===== src/rtl/cella_cmd_sched.sv =====
// cella_cmd_sched: FIFO-buffered command scheduler for the CIM array controller.
// Ports: clk, rst_n (async, active low); cmd_valid/cmd_ready/cmd_op/cmd_bank/cmd_word
// host side; op_code/bank_sel/word array side; busy, done, done_op status.
// Optional CELLA_SCHED_PERF_EN adds perf_clr input and mac_cnt/wr_cnt outputs.
module cella_cmd_sched #(
  parameter int DEPTH   = 4,
  parameter int MAC_CYC = 4,
  parameter int RD_CYC  = 2,
  parameter int WR_CYC  = 3
) (
  input  logic       clk,
  input  logic       rst_n,
  input  logic       cmd_valid,
  output logic       cmd_ready,
  input  logic [1:0] cmd_op,
  input  logic [3:0] cmd_bank,
  input  logic [7:0] cmd_word,
  output logic [1:0] op_code,
  output logic [3:0] bank_sel,
  output logic [7:0] word,
  output logic       busy,
  output logic       done,
  output logic [1:0] done_op
`ifdef CELLA_SCHED_PERF_EN
  ,
  input  logic        perf_clr,
  output logic [15:0] mac_cnt,
  output logic [15:0] wr_cnt
`endif
);

  localparam int AW = $clog2(DEPTH);
  localparam int CW = 16;

  localparam logic [1:0] OP_MAC = 2'b00;
  localparam logic [1:0] OP_RD  = 2'b01;
  localparam logic [1:0] OP_WR  = 2'b10;
  localparam logic [1:0] OP_NOP = 2'b11;

  typedef struct packed {
    logic [1:0] op;
    logic [3:0] bank;
    logic [7:0] word;
  } cmd_t;

  typedef enum logic [1:0] {
    S_IDLE,
    S_EXEC,
    S_GAP
  } state_t;

  state_t        state;
  cmd_t          mem [DEPTH];
  cmd_t          head;
  logic [AW:0]   wr_ptr;
  logic [AW:0]   rd_ptr;
  logic [CW-1:0] cnt;
  logic          rdy_en;
  logic          empty;
  logic          full;
  logic          push;
  logic          pop;
  logic          last;
  logic          gap_need;

  function automatic logic [CW-1:0] hold_cyc(input logic [1:0] op);
    logic [CW-1:0] c;
    unique case (op)
      OP_MAC:  c = CW'(MAC_CYC - 1);
      OP_RD:   c = CW'(RD_CYC - 1);
      default: c = CW'(WR_CYC - 1);
    endcase
    return c;
  endfunction

  assign empty = (wr_ptr == rd_ptr);
  assign full  = (wr_ptr[AW] != rd_ptr[AW]) &&
                 (wr_ptr[AW-1:0] == rd_ptr[AW-1:0]);
  // rdy_en keeps ready low through reset and one cycle past release.
  assign cmd_ready = rdy_en & ~full;
  assign push      = cmd_valid & cmd_ready & (cmd_op != OP_NOP);
  assign head      = mem[rd_ptr[AW-1:0]];
  assign last      = (state == S_EXEC) && (cnt == '0);
  // Write turnaround: next command hits the bank just written.
  assign gap_need  = (op_code == OP_WR) && (head.bank == bank_sel);
  assign busy      = (state != S_IDLE) | ~empty;
  assign done      = last;
  assign done_op   = last ? op_code : 2'b00;

  always_comb begin
    pop = 1'b0;
    unique case (1'b1)
      state == S_IDLE: pop = ~empty;
      state == S_EXEC: pop = last & ~empty & ~gap_need;
      state == S_GAP:  pop = 1'b1;
      default:         pop = 1'b0;
    endcase
  end

  always_ff @(posedge clk) begin
    if (push) begin
      mem[wr_ptr[AW-1:0]] <= '{op: cmd_op, bank: cmd_bank, word: cmd_word};
    end
  end

  always_ff @(posedge clk or negedge rst_n) begin
    if (!rst_n) begin
      wr_ptr <= '0;
      rd_ptr <= '0;
      rdy_en <= 1'b0;
    end else begin
      rdy_en <= 1'b1;
      if (push) wr_ptr <= wr_ptr + (AW+1)'(1);
      if (pop)  rd_ptr <= rd_ptr + (AW+1)'(1);
    end
  end

  always_ff @(posedge clk or negedge rst_n) begin
    if (!rst_n) begin
      state    <= S_IDLE;
      op_code  <= OP_NOP;
      bank_sel <= '0;
      word     <= '0;
      cnt      <= '0;
    end else begin
      unique case (state)
        S_IDLE: begin
          if (pop) begin
            op_code  <= head.op;
            bank_sel <= head.bank;
            word     <= head.word;
            cnt      <= hold_cyc(head.op);
            state    <= S_EXEC;
          end
        end
        S_EXEC: begin
          if (cnt != '0) begin
            cnt <= cnt - CW'(1);
          end else if (pop) begin
            op_code  <= head.op;
            bank_sel <= head.bank;
            word     <= head.word;
            cnt      <= hold_cyc(head.op);
          end else if (!empty) begin
            op_code <= OP_NOP;
            state   <= S_GAP;
          end else begin
            op_code <= OP_NOP;
            state   <= S_IDLE;
          end
        end
        S_GAP: begin
          op_code  <= head.op;
          bank_sel <= head.bank;
          word     <= head.word;
          cnt      <= hold_cyc(head.op);
          state    <= S_EXEC;
        end
        default: begin
          op_code <= OP_NOP;
          state   <= S_IDLE;
        end
      endcase
    end
  end

`ifdef CELLA_SCHED_PERF_EN
  always_ff @(posedge clk or negedge rst_n) begin
    if (!rst_n) begin
      mac_cnt <= '0;
      wr_cnt  <= '0;
    end else if (perf_clr) begin
      mac_cnt <= '0;
      wr_cnt  <= '0;
    end else if (done) begin
      if (op_code == OP_MAC && mac_cnt != 16'hFFFF) mac_cnt <= mac_cnt + 16'd1;
      if (op_code == OP_WR && wr_cnt != 16'hFFFF)   wr_cnt  <= wr_cnt + 16'd1;
    end
  end
`endif

endmodule


===== config.mk =====
export PLATFORM = sky130hd
export DESIGN_NAME = cella_cmd_sched
export DESIGN_NICKNAME = d
export VERILOG_FILES = /design/src/rtl/cella_cmd_sched.sv
export SDC_FILE = /design/constraint.sdc
export NUM_CORES = 1
export LEC_CHECK = 0
export CELL_PAD_IN_SITES_DETAIL_PLACEMENT = 0
export CELL_PAD_IN_SITES_GLOBAL_PLACEMENT = 1
export CORE_MARGIN = 2
export CORE_UTILIZATION = 40
export CTS_CLUSTER_SIZE = 25
export DETAILED_ROUTE_END_ITERATION = 7
export PLACE_DENSITY_LB_ADDON = 0.1
export SYNTH_ARGS = -nofsm -noshare
export SYNTH_HDL_FRONTEND = slang
export SYNTH_SLANG_ARGS = --single-unit

===== constraint.sdc =====
create_clock -name clk -period 3.1 [get_ports clk]
set_input_delay 0.62 -clock clk [delete_from_list [all_inputs] [get_ports clk]]
set_output_delay 0.62 -clock clk [all_outputs]
set_load 0.02 [all_outputs]

==> results_dict.tcl <==
set metrics [dict create \
    clock_sinks 95 \
    dieArea_sq_um 11800 \
    ys_async_sr_fraction_pct 41.1 \
    antenna_found_initial 0 \
    synthesis.area_sq_um 4390 \
    arrival_ns 2.26 \
    layout.nets 389 \
    fin_skew_ns 0.0158 \
    seq_area_sq_um 2660 \
    hold_class "in -> async" \
    drive_gt1_share_pct 20.3 \
    status "finished clean" \
    wirelength_mm 8.58 \
    hold_slack_ns 0.381 \
    tightest_slew_ns 1.14 \
    fillers 926 \
    worst-path-max-fanout 8 \
    required_ns 2.48 \
    stdcell_count 505 \
    ys_seq_elements 95 \
    syn_to_final_growth_pct 17.9 \
    crit_type "reg -> out" \
    end_kind "output pin" \
    ys_seq_area_share_pct 60.6 \
    core_region_area_sq_um 10800 \
    route.detailed.drc 0 \
    drt_iter0_markers 123 \
    via_per_inst 5.25 \
    antenna_left 0 \
    gp_congestion 0.789 \
    grt_usage_pct 16.5 \
    synth_edf_count 56 \
    tns_ns 0 \
    yosys_warnings 0 \
    multi_input_area_sq_um 1640 \
    synthesis.nets 337 \
    grt_pass1_vias 2798 \
    finalCritPeriodShare_pct 93.0 \
    hold_viol 0 \
    firstDrtPassIters 4 \
    vdd_drop_max_mv 0.401 \
    htree_levels 3 \
    die_h_um 109 \
    power_density_nw_per_um2 1080 \
    rsz0062_at_grt "false" \
    port_buffers 35 \
    drv_cap 0 \
    post_cts_buffers 0 \
    hpwl_mm 5.91 \
    clk_path_buf_depth 2 \
    max-slew-margin-rel_pct 23.8 \
    syn_area_per_cell_sq_um 14.3 \
    p_leak_nw 1.99 \
    ys_types 54 \
    fmax_ghz 0.347 \
    vias 2651 \
    syn_inst 308 \
    setup_viol 0 \
    diodes 0 \
    maxSlewViolCount 0 \
    clk-insertion-delay-late_ns 0.37 \
    cts-root-buf "clkbuf_8" \
    numCtsBuffers 9 \
    placed_cells 489 \
    grt_first_pass_wirelength_mm 14.7 \
    die-width_um 109 \
    cp-start-kind "flop" \
    post-route-min-period_ns 2.88 \
    io_pins 36 \
    finish.utilization_pct 48.0 \
    start_util_pct 40.7 \
    rows 38 \
    synth_top_flop_cell "edfxtp_1" \
    grt_max_degree 40 \
    grt.overflow.total 0 \
    wl_per_cell_um 17.0 \
    tritoncts "built" \
    clk_pin_slew_ns 0.11 \
]
## registers in the layout, indices dropped and copies added (netlist names)
name,count
mem,56
cnt,16
word,8
bank_sel,4
rd_ptr,3
wr_ptr,3
op_code,2
state,2
rdy_en,1
## power by group
part / leakage [nW] / total (mW) / internal (mW) / switching, mW
sequential: 0.987 / 1.98 / 1.67 / 0.302
clock: 0.0942 / 0.805 / 0.316 / 0.489
combinational: 0.905 / 2.80 / 1.30 / 1.50
## critical path, cell delays in order, from the launching register on
cell and delay, ns:
dfrtp_1 0.58, xor2_1 0.21, nor3_1 0.44, nand2_1 0.12
clkdlybuf4s50_1 0.55
## area by class of cell
type	instances	area share, %
Sequential cell	95	51.4
Multi-Input combinational cell	193	31.7
Timing Repair Buffer	50	8.98
Tap cell	140	3.38
Clock buffer	9	2.39
Clock inverter	7	1.42
Inverter	11	0.797
## per-layer routing
metal | part of all wire, % | routed length, um | GRT usage, %
met5 | 0 | 0 | 0
met3 | 3.4 | 290 | 3.89
met1 | 44 | 3800 | 21.4
met4 | 0.76 | 65 | 4.67
met2 | 52 | 4430 | 27.7
## kinds of logic after synthesis
logic type      Yosys count  synth area share, %
fa+ha+maj                12                 3.42
flops                    95                 60.6
mux                      30                 11.8
buf+inv                  20                 2.34
xor+xnor                 12                 2.39
compound gates           64                 10.5
simple gates             74                 8.89
other cells               1               0.0854
## cells in the final DEF, fill, tap and decap left out, drive strengths merged, types with 3 or more instances in the layout
cell type,Yosys,layout
nand2b,3,3
nor4,5,5
nor2b,5,5
clkdlybuf4s50,0,31
nand3,5,5
ha,12,12
dfrtp,37,37
nor3,6,6
a31oi,11,11
mux2,14,14
a21oi,14,14
nand4,4,4
xor2,6,6
a21o,3,3
buf,5,16
dlymetal6s2s,0,3
nand2,16,16
mux2i,3,3
o21ai,16,16
edfxtp,56,56
o211ai,3,3
nor2,18,18
clkbuf,4,9
mux4,13,13
xnor2,6,6
and2,7,7
inv,11,14
## metrics by stage
| stage | area [sq um] | total power, mW | worst slack, ns |
|---|---|---|---|
| after CTS | 5170 | 5.65 | 0.00269 |
| final | 5180 | 5.58 | 0.217 |
| after global routing | 5180 | 6.04 | 0.0192 |
| after floorplan | 4390 | 3.97 | 0.612 |
| after detailed placement | 4960 | 4.82 | 0.366 |
| after global placement | 4960 | 4.81 | 0.402 |
## path summary, 6_finish.rpt
kind / start / slack, ns / to / cells past startpoint
worst max-delay path: rd_ptr[1] / 0.22 / busy / 4
worst min-delay path: rst_n / 0.38 / cnt[13] / 1
worst max register to register: state[1] / 0.44 / cnt[9] / 6
worst min register to register: wr_ptr[2] / 0.49 / wr_ptr[2] / 1
max in group asynchronous: rst_n / 2.06 / rd_ptr[0] / 1
min in group clk: wr_ptr[2] / 0.49 / wr_ptr[2] / 1
## cell usage after synthesis (2+ instances only)
cell	number	share of area, %
a21boi_1	2	0.34
mux2_1	2	0.51
nor3_1	6	0.68
nor4_2	2	0.57
a31oi_2	7	2.0
ha_1	12	3.4
mux4_2	13	6.7
o2bb2ai_1	2	0.40
inv_1	11	0.94
or3_1	2	0.28
dfstp_2	2	1.2
o21ai_0	11	1.3
nor2_1	18	1.5
o211ai_1	3	0.51
xnor2_1	6	1.2
xor2_1	6	1.2
nand3_1	5	0.57
edfxtp_1	56	38
nor2b_1	5	0.71
nand2_1	16	1.4
o31ai_1	2	0.34
o21a_1	2	0.34
mux2_2	2	0.51
a31oi_1	4	0.57
nor4_1	3	0.43
nand4_1	3	0.43
a21o_1	3	0.51
mux2i_1	3	0.68
clkbuf_1	4	0.34
buf_6	3	0.77
and2_1	7	1.0
dfrtp_1	37	21
a21oi_1	14	1.6
mux2_4	10	3.4
o21ai_1	3	0.34
nand2b_1	3	0.43
## repair_timing
| action | 4_1_cts | 5_1_grt |
|---|---|---|
| hold buffers | 0 | 0 |
| endpoints found under the setup margin | 2 | 5 |
| hold endpoints to repair | 0 | 0 |
| gates resized for setup | 1 | 5 |
No activity file was read; power rests on OpenSTA's default activity.
